**config.mk**
```make
export PLATFORM = sky130hd
export DESIGN_NAME = sm_tc_conv_pipe_flat
export DESIGN_NICKNAME = d
export VERILOG_FILES = /design/src/rtl/sm_tc_conv_pipe_pkg.sv /design/src/rtl/sm_tc_conv_pipe_if.sv /design/src/rtl/sm_tc_conv_pipe_lane.sv /design/src/rtl/sm_tc_conv_pipe.sv /design/src/flat_wrapper.sv
export SDC_FILE = /design/constraint.sdc
export NUM_CORES = 1
export LEC_CHECK = 0
export ABC_AREA = 1
export BUFFER_PORTS_ARGS = -buffer_cell sky130_fd_sc_hd__buf_2
export CORE_ASPECT_RATIO = 1.4
export CORE_MARGIN = 1
export CORE_UTILIZATION = 50
export CTS_CLUSTER_SIZE = 28
export DETAILED_ROUTE_END_ITERATION = 8
export HOLD_SLACK_MARGIN = 0.08
export PLACE_DENSITY = 0.76
export SLEW_MARGIN = 20
export SYNTH_ARGS = -nofsm -noshare
export SYNTH_HDL_FRONTEND = slang
export SYNTH_SLANG_ARGS = --single-unit
export TNS_END_PERCENT = 20
```
**constraint.sdc**
```tcl
create_clock -name clk -period 1.9 [get_ports clk]
set_clock_uncertainty 0.15 [all_clocks]
set_input_delay 0.19 -clock clk [delete_from_list [all_inputs] [get_ports clk]]
set_output_delay 0.19 -clock clk [all_outputs]
set_load 0.03 [all_outputs]
```
**src/rtl/sm_tc_conv_pipe_pkg.sv**
```systemverilog
// Shared types and width helpers for the sign-magnitude / two's-complement converter.
package sm_tc_pkg;

  typedef enum logic {
    MODE_SM2TC = 1'b0,
    MODE_TC2SM = 1'b1
  } conv_mode_e;

  function automatic int unsigned lane_w(input int unsigned mag_w);
    return mag_w + 32'd1;
  endfunction

  function automatic int unsigned bus_w(input int unsigned mag_w, input int unsigned lanes);
    return lanes * lane_w(mag_w);
  endfunction

endpackage

```
**src/rtl/sm_tc_conv_pipe_if.sv**
```systemverilog
// Valid/ready bundle between the converter and its producer/consumer.
interface sm_tc_conv_pipe_if
  import sm_tc_pkg::*;
#(
  parameter int unsigned MAG_W = 13,
  parameter int unsigned LANES = 4
);
  localparam int unsigned DW = bus_w(MAG_W, LANES);

  logic             in_valid;
  logic             in_ready;
  logic             in_mode;
  logic [DW-1:0]    in_data;
  logic             out_valid;
  logic             out_ready;
  logic [DW-1:0]    out_data;
  logic [LANES-1:0] out_nz;
  logic [LANES-1:0] out_ovf;

  modport master (
    output in_valid, in_mode, in_data, out_ready,
    input  in_ready, out_valid, out_data, out_nz, out_ovf
  );

  modport slave (
    input  in_valid, in_mode, in_data, out_ready,
    output in_ready, out_valid, out_data, out_nz, out_ovf
  );
endinterface

```
**src/rtl/sm_tc_conv_pipe_lane.sv**
```systemverilog
// Combinational single-lane converter; direction chosen by mode_i.
module sm_tc_lane
  import sm_tc_pkg::*;
#(
  parameter int unsigned MAG_W = 13
) (
  input  conv_mode_e     mode_i,
  input  logic [MAG_W:0] word_i,
  output logic [MAG_W:0] word_o,
  output logic           nz_o,
  output logic           ovf_o
);
  localparam logic [MAG_W:0] ONE = {{MAG_W{1'b0}}, 1'b1};

  logic [MAG_W:0] mag_s;
  logic [MAG_W:0] neg_s;

  // Per-lane conversion; the most negative TC value has no SM image and saturates.
  always_comb begin
    word_o = '0;
    nz_o   = 1'b0;
    ovf_o  = 1'b0;
    mag_s  = {1'b0, word_i[MAG_W-1:0]};
    neg_s  = '0;
    case (mode_i)
      MODE_SM2TC: begin
        if (word_i[MAG_W]) begin
          word_o = (~mag_s) + ONE;
          nz_o   = (mag_s == '0);
        end else begin
          word_o = mag_s;
        end
      end
      MODE_TC2SM: begin
        if (word_i[MAG_W]) begin
          neg_s = (~word_i) + ONE;
          if (neg_s[MAG_W]) begin
            word_o = {1'b1, {MAG_W{1'b1}}};
            ovf_o  = 1'b1;
          end else begin
            word_o = {1'b1, neg_s[MAG_W-1:0]};
          end
        end else begin
          word_o = word_i;
        end
      end
      default: begin
        word_o = '0;
      end
    endcase
  end
endmodule

```
**src/rtl/sm_tc_conv_pipe.sv**
```systemverilog
// Multi-lane SM<->TC converter with an elastic valid/ready pipeline of STAGES registers.
module sm_tc_conv_pipe
  import sm_tc_pkg::*;
#(
  parameter int unsigned MAG_W  = 13,
  parameter int unsigned LANES  = 4,
  parameter int unsigned STAGES = 2
) (
  input  logic               clk,
  input  logic               rst,
  sm_tc_conv_pipe_if.slave   bus
);
  localparam int unsigned W  = lane_w(MAG_W);
  localparam int unsigned DW = bus_w(MAG_W, LANES);

  typedef struct packed {
    conv_mode_e       mode;
    logic [DW-1:0]    data;
    logic [LANES-1:0] nz;
    logic [LANES-1:0] ovf;
  } stage_t;

  conv_mode_e        mode_s;
  logic [DW-1:0]     conv_data_s;
  logic [LANES-1:0]  conv_nz_s;
  logic [LANES-1:0]  conv_ovf_s;
  stage_t            conv_s;
  logic [STAGES-1:0] adv_s;
  logic [STAGES-1:0] v_q, v_d;
  stage_t [STAGES-1:0] pay_q, pay_d;

  assign mode_s = conv_mode_e'(bus.in_mode);

  for (genvar l = 0; l < LANES; l++) begin : g_lane
    sm_tc_lane #(.MAG_W(MAG_W)) u_lane (
      .mode_i (mode_s),
      .word_i (bus.in_data[l*W +: W]),
      .word_o (conv_data_s[l*W +: W]),
      .nz_o   (conv_nz_s[l]),
      .ovf_o  (conv_ovf_s[l])
    );
  end

  assign conv_s = '{mode: mode_s, data: conv_data_s, nz: conv_nz_s, ovf: conv_ovf_s};

  // A stage may advance if it or any stage downstream of it has room, or the sink takes.
  always_comb begin
    logic run;
    run   = bus.out_ready;
    adv_s = '0;
    for (int k = int'(STAGES) - 1; k >= 0; k--) begin
      run      = run || !v_q[k];
      adv_s[k] = run;
    end
  end

  // Next-state for valid bits and payloads; payloads only load when valid data arrives.
  always_comb begin
    v_d   = v_q;
    pay_d = pay_q;
    if (adv_s[0]) begin
      v_d[0] = bus.in_valid;
      if (bus.in_valid) begin
        pay_d[0] = conv_s;
      end else begin
        pay_d[0] = pay_q[0];
      end
    end else begin
      v_d[0] = v_q[0];
    end
    for (int k = 1; k < int'(STAGES); k++) begin
      if (adv_s[k]) begin
        v_d[k] = v_q[k-1];
        if (v_q[k-1]) begin
          pay_d[k] = pay_q[k-1];
        end else begin
          pay_d[k] = pay_q[k];
        end
      end else begin
        v_d[k] = v_q[k];
      end
    end
  end

  // Stage registers; reset drops every in-flight transaction.
  always_ff @(posedge clk) begin
    if (rst) begin
      v_q   <= '0;
      pay_q <= '0;
    end else begin
      v_q   <= v_d;
      pay_q <= pay_d;
    end
  end

  assign bus.in_ready  = !rst && adv_s[0];
  assign bus.out_valid = v_q[STAGES-1];
  assign bus.out_data  = pay_q[STAGES-1].data;
  assign bus.out_nz    = pay_q[STAGES-1].nz;
  assign bus.out_ovf   = pay_q[STAGES-1].ovf;
endmodule

```
**src/flat_wrapper.sv**
```systemverilog
// flat-port wrapper written by rule: the top's interface ports become plain ports
module sm_tc_conv_pipe_flat import sm_tc_pkg::*;
#(
  parameter int unsigned MAG_W  = 13,
  parameter int unsigned LANES  = 4,
  parameter int unsigned STAGES = 2
)
  (clk, rst, bus_in_valid, bus_in_mode, bus_in_data, bus_out_ready, bus_in_ready, bus_out_valid, bus_out_data, bus_out_nz, bus_out_ovf);
  sm_tc_conv_pipe_if #(.MAG_W(MAG_W), .LANES(LANES)) bus_i ();
  input  logic clk;
  input  logic rst;
  input wire logic [$bits(bus_i.in_valid)-1:0] bus_in_valid;
  input wire logic [$bits(bus_i.in_mode)-1:0] bus_in_mode;
  input wire logic [$bits(bus_i.in_data)-1:0] bus_in_data;
  input wire logic [$bits(bus_i.out_ready)-1:0] bus_out_ready;
  output wire logic [$bits(bus_i.in_ready)-1:0] bus_in_ready;
  output wire logic [$bits(bus_i.out_valid)-1:0] bus_out_valid;
  output wire logic [$bits(bus_i.out_data)-1:0] bus_out_data;
  output wire logic [$bits(bus_i.out_nz)-1:0] bus_out_nz;
  output wire logic [$bits(bus_i.out_ovf)-1:0] bus_out_ovf;
  assign bus_i.in_valid = bus_in_valid;
  assign bus_i.in_mode = bus_in_mode;
  assign bus_i.in_data = bus_in_data;
  assign bus_i.out_ready = bus_out_ready;
  assign bus_in_ready = bus_i.in_ready;
  assign bus_out_valid = bus_i.out_valid;
  assign bus_out_data = bus_i.out_data;
  assign bus_out_nz = bus_i.out_nz;
  assign bus_out_ovf = bus_i.out_ovf;
  sm_tc_conv_pipe #(.MAG_W(MAG_W), .LANES(LANES), .STAGES(STAGES)) u_core (.clk(clk), .rst(rst), .bus(bus_i));
endmodule
```
==> flow_metrics.tcl <==
set metrics [dict create \
    status "completed" \
    switching_share_pct 25.5 \
    portBuffers 126 \
    dpl.cell_count 1176 \
    die_w_um 98.9 \
    crit_chain "dlygate4sd3_1, buf_2, nor3_4, inv_1, ha_1, inv_1, nor2_2, nor2_4, buf_12, buf_4, a21oi_1" \
    critPathBufInv 6 \
    peakVddDrop_mv 0.609 \
    clock-sinks 130 \
    power.density_nw_per_um2 946 \
    final.setup.tns_ns 0 \
    critical_path_required_ns 2.10 \
    avgRoutedWirePerCell_um 13.2 \
    die_y_um 138 \
    synth_most_common_cell "nor2_1" \
    path_common_cell "inv_1" \
    p_sw_mw 2.08 \
    syn-instance-count 922 \
    drt-initial-drc-count 224 \
    synth_common_cells "nor2_1 (195), dfxtp_1 (130), nand2_1 (107), o21ai_0 (103), inv_1 (72)" \
    synth.top_cell.area_share_pct 39.6 \
    cp_slowest_stage_delay_ns 0.53 \
    p_clk_share_pct 46.9 \
    cts_buffer_depth 2 \
    cts.root.buffer_cell "clkbuf_16" \
    yosysSeqAreaShare_pct 39.6 \
    post-route-period-util_pct 96.0 \
    ant_nets 0 \
    path_class "input port to register" \
    synth_area_leaders "dfxtp_1 (40%), nor2_1 (11%), o21ai_0 (7.8%)" \
    cts_buffers 17 \
    drive_above_1_share_pct 25.6 \
    async_flop_share_pct 0 \
    worst_pin_slew_ns 0.425 \
    vias 6440 \
    coreArea_um2 12800 \
    yosysUniqueCellTypes 35 \
    n_antenna_cell 0 \
    fin_util_pct 67.4 \
    syn_nets 995 \
    area_growth_pct 31.5 \
    cp-end-kind "register" \
    grt_max_degree 53 \
    cap_violations 0 \
    grt_pass1_vias 6023 \
    max_slew_margin_pct 71.6 \
    place_congestion 0.871 \
    synth_edf_count 0 \
    synth.largest_area_cell "dfxtp_1" \
    pwr-share-comb_pct 16.1 \
    dpl.hpwl_um 10800 \
    crit_family "buffers and inverters" \
    setup_viol 0 \
    ctsHtreeMaxLevel 4 \
    grt_pass1_wl_um 26600 \
    first_pass_iters 4 \
    track_usage_pct 24.6 \
    finalMaxSlewViolations 0 \
    fin_nets 1165 \
    worstPathMaxFanout 7 \
    intPower_mw 6.09 \
    rows 49 \
    ff2ff_setup_slack_ns 0.23 \
    drt-vias-per-instance 5.12 \
    synth_flop_cell "dfxtp_1" \
    final_cells 1258 \
    critical-path-slowest-cell "dlygate4sd3_1" \
    cp.arrival_ns 2.02 \
    antenna_found_initial 0 \
    drc_errors 0 \
    fmax_ghz 0.548 \
    hp-class "input port to register" \
    io_pins 127 \
    hold_ws_ns 0.0721 \
    start_kind "input port" \
    routed_wirelength_um 16700 \
    clk_latency_ns 0.42 \
    die-area_um2 13600 \
    yosys_register_bits 130 \
    seqPwrFrac_pct 36.9 \
    p_leak_nw 4.18 \
    grt_overflow_total 0 \
    hold_viol_final 0 \
    period_needed_ns 1.82 \
    cts_tree "yes" \
    path_clk_slew_ns 0.06 \
    ys_warn_count 0 \
    synth_area_per_cell_um2 7.13 \
    syn-cell-area_um2 6570 \
    start_util_pct 51.3 \
]
==> routing by layer <==
metal  wire length [um]  GRT usage (%)  vias up
li1                   -              -     3263
met1               6790           26.5     2963
met2               8660           45.1      161
met3                651           4.92       53
met4                547           13.2        0
met5                  0              0        -
==> final timing paths <==
kind                                       from                endpoint  depth (start not counted)
worst max-delay path            bus_in_data[26]        u_core.pay_q[29]                         11
worst min-delay path            bus_in_data[35]        u_core.pay_q[43]                          5
worst max register to register    u_core.v_q[1]        u_core.pay_q[28]                          6
worst min register to register  u_core.pay_q[8]  u_core.bus.out_data[0]                          2
==> registers in the layout, indices dropped and copies added (netlist names) <==
name and count:
u_core.bus.out_data 56, u_core.bus.out_nz 4, u_core.pay_q 64, u_core.v_q 2, u_core.bus.out_ovf 4
==> per-stage QoR <==
step	cell area (um2)	total power, mW	setup WS (ns)
final	8640	8.18	0.0766
after floorplan	6570	3.96	-0.00249
after global placement	7320	4.24	-0.162
after CTS	8510	8.18	0.0151
after global routing	8640	8.48	-0.0484
after detailed placement	7320	4.27	-0.244
==> layout make-up <==
cell class	count	area, um2
Fill cell	1080	4170
Multi-Input combinational cell	602	3000
Sequential cell	130	2600
Timing Repair Buffer	262	1860
Clock buffer	24	502
Inverter	79	297
Clock inverter	8	195
Tap cell	153	191
==> worst reg2reg max path, cell delays in order (launching register included) <==
cell and delay, ns:
dfxtp_1 0.33, nand3_2 0.12, nand2_4 0.14, inv_2 0.09
buf_4 0.37, o21ai_0 0.20, a31oi_1 0.19
==> kinds of logic after synthesis <==
group / after synthesis / synth area share, %
AO/OA/AOI/OAI: 205 / 17.1
XOR/XNOR: 7 / 0.933
AND/OR/NAND/NOR: 378 / 23.9
adder cells (fa/ha/maj): 12 / 2.29
flip-flops: 130 / 39.6
buffers and inverters: 190 / 16.2
==> power by group through the flow <==
| stage | clock (mW) | combinational (mW) | sequential, mW |
|---|---|---|---|
| floorplan | 0 | 0.909 | 3.06 |
| global placement | 0 | 1.17 | 3.07 |
| detailed placement | 0 | 1.19 | 3.08 |
| CTS | 3.89 | 1.28 | 3.02 |
| global route | 3.98 | 1.45 | 3.04 |
| finish | 3.84 | 1.32 | 3.02 |
==> what timing repair did <==
action	CTS	global route
buffers inserted	0	2
endpoints found under the hold margin	55	0
resized for setup	0	22
hold buffers	49	0
endpoints found under the setup margin	0	22
==> cells in the final DEF (no fill, tap or decap), drive strengths merged <==
master,synthesis,routed
nand2,111,111
dlymetal6s4s,0,2
a221oi,4,4
bufinv,0,6
a21oi,53,53
clkbuf,16,25
dfxtp,130,130
a21boi,1,1
o21a,1,1
nor2,204,204
ha,12,12
dlygate4sd3,0,47
and3,1,1
o211ai,6,6
clkinvlp,0,2
inv,79,79
nand3,40,40
nor3,13,13
a31oi,10,10
buf,95,212
xor2,5,5
nand4,5,5
o21ai,130,130
xnor2,2,2
nand3b,4,4
Power figures use the tool's default switching activity.
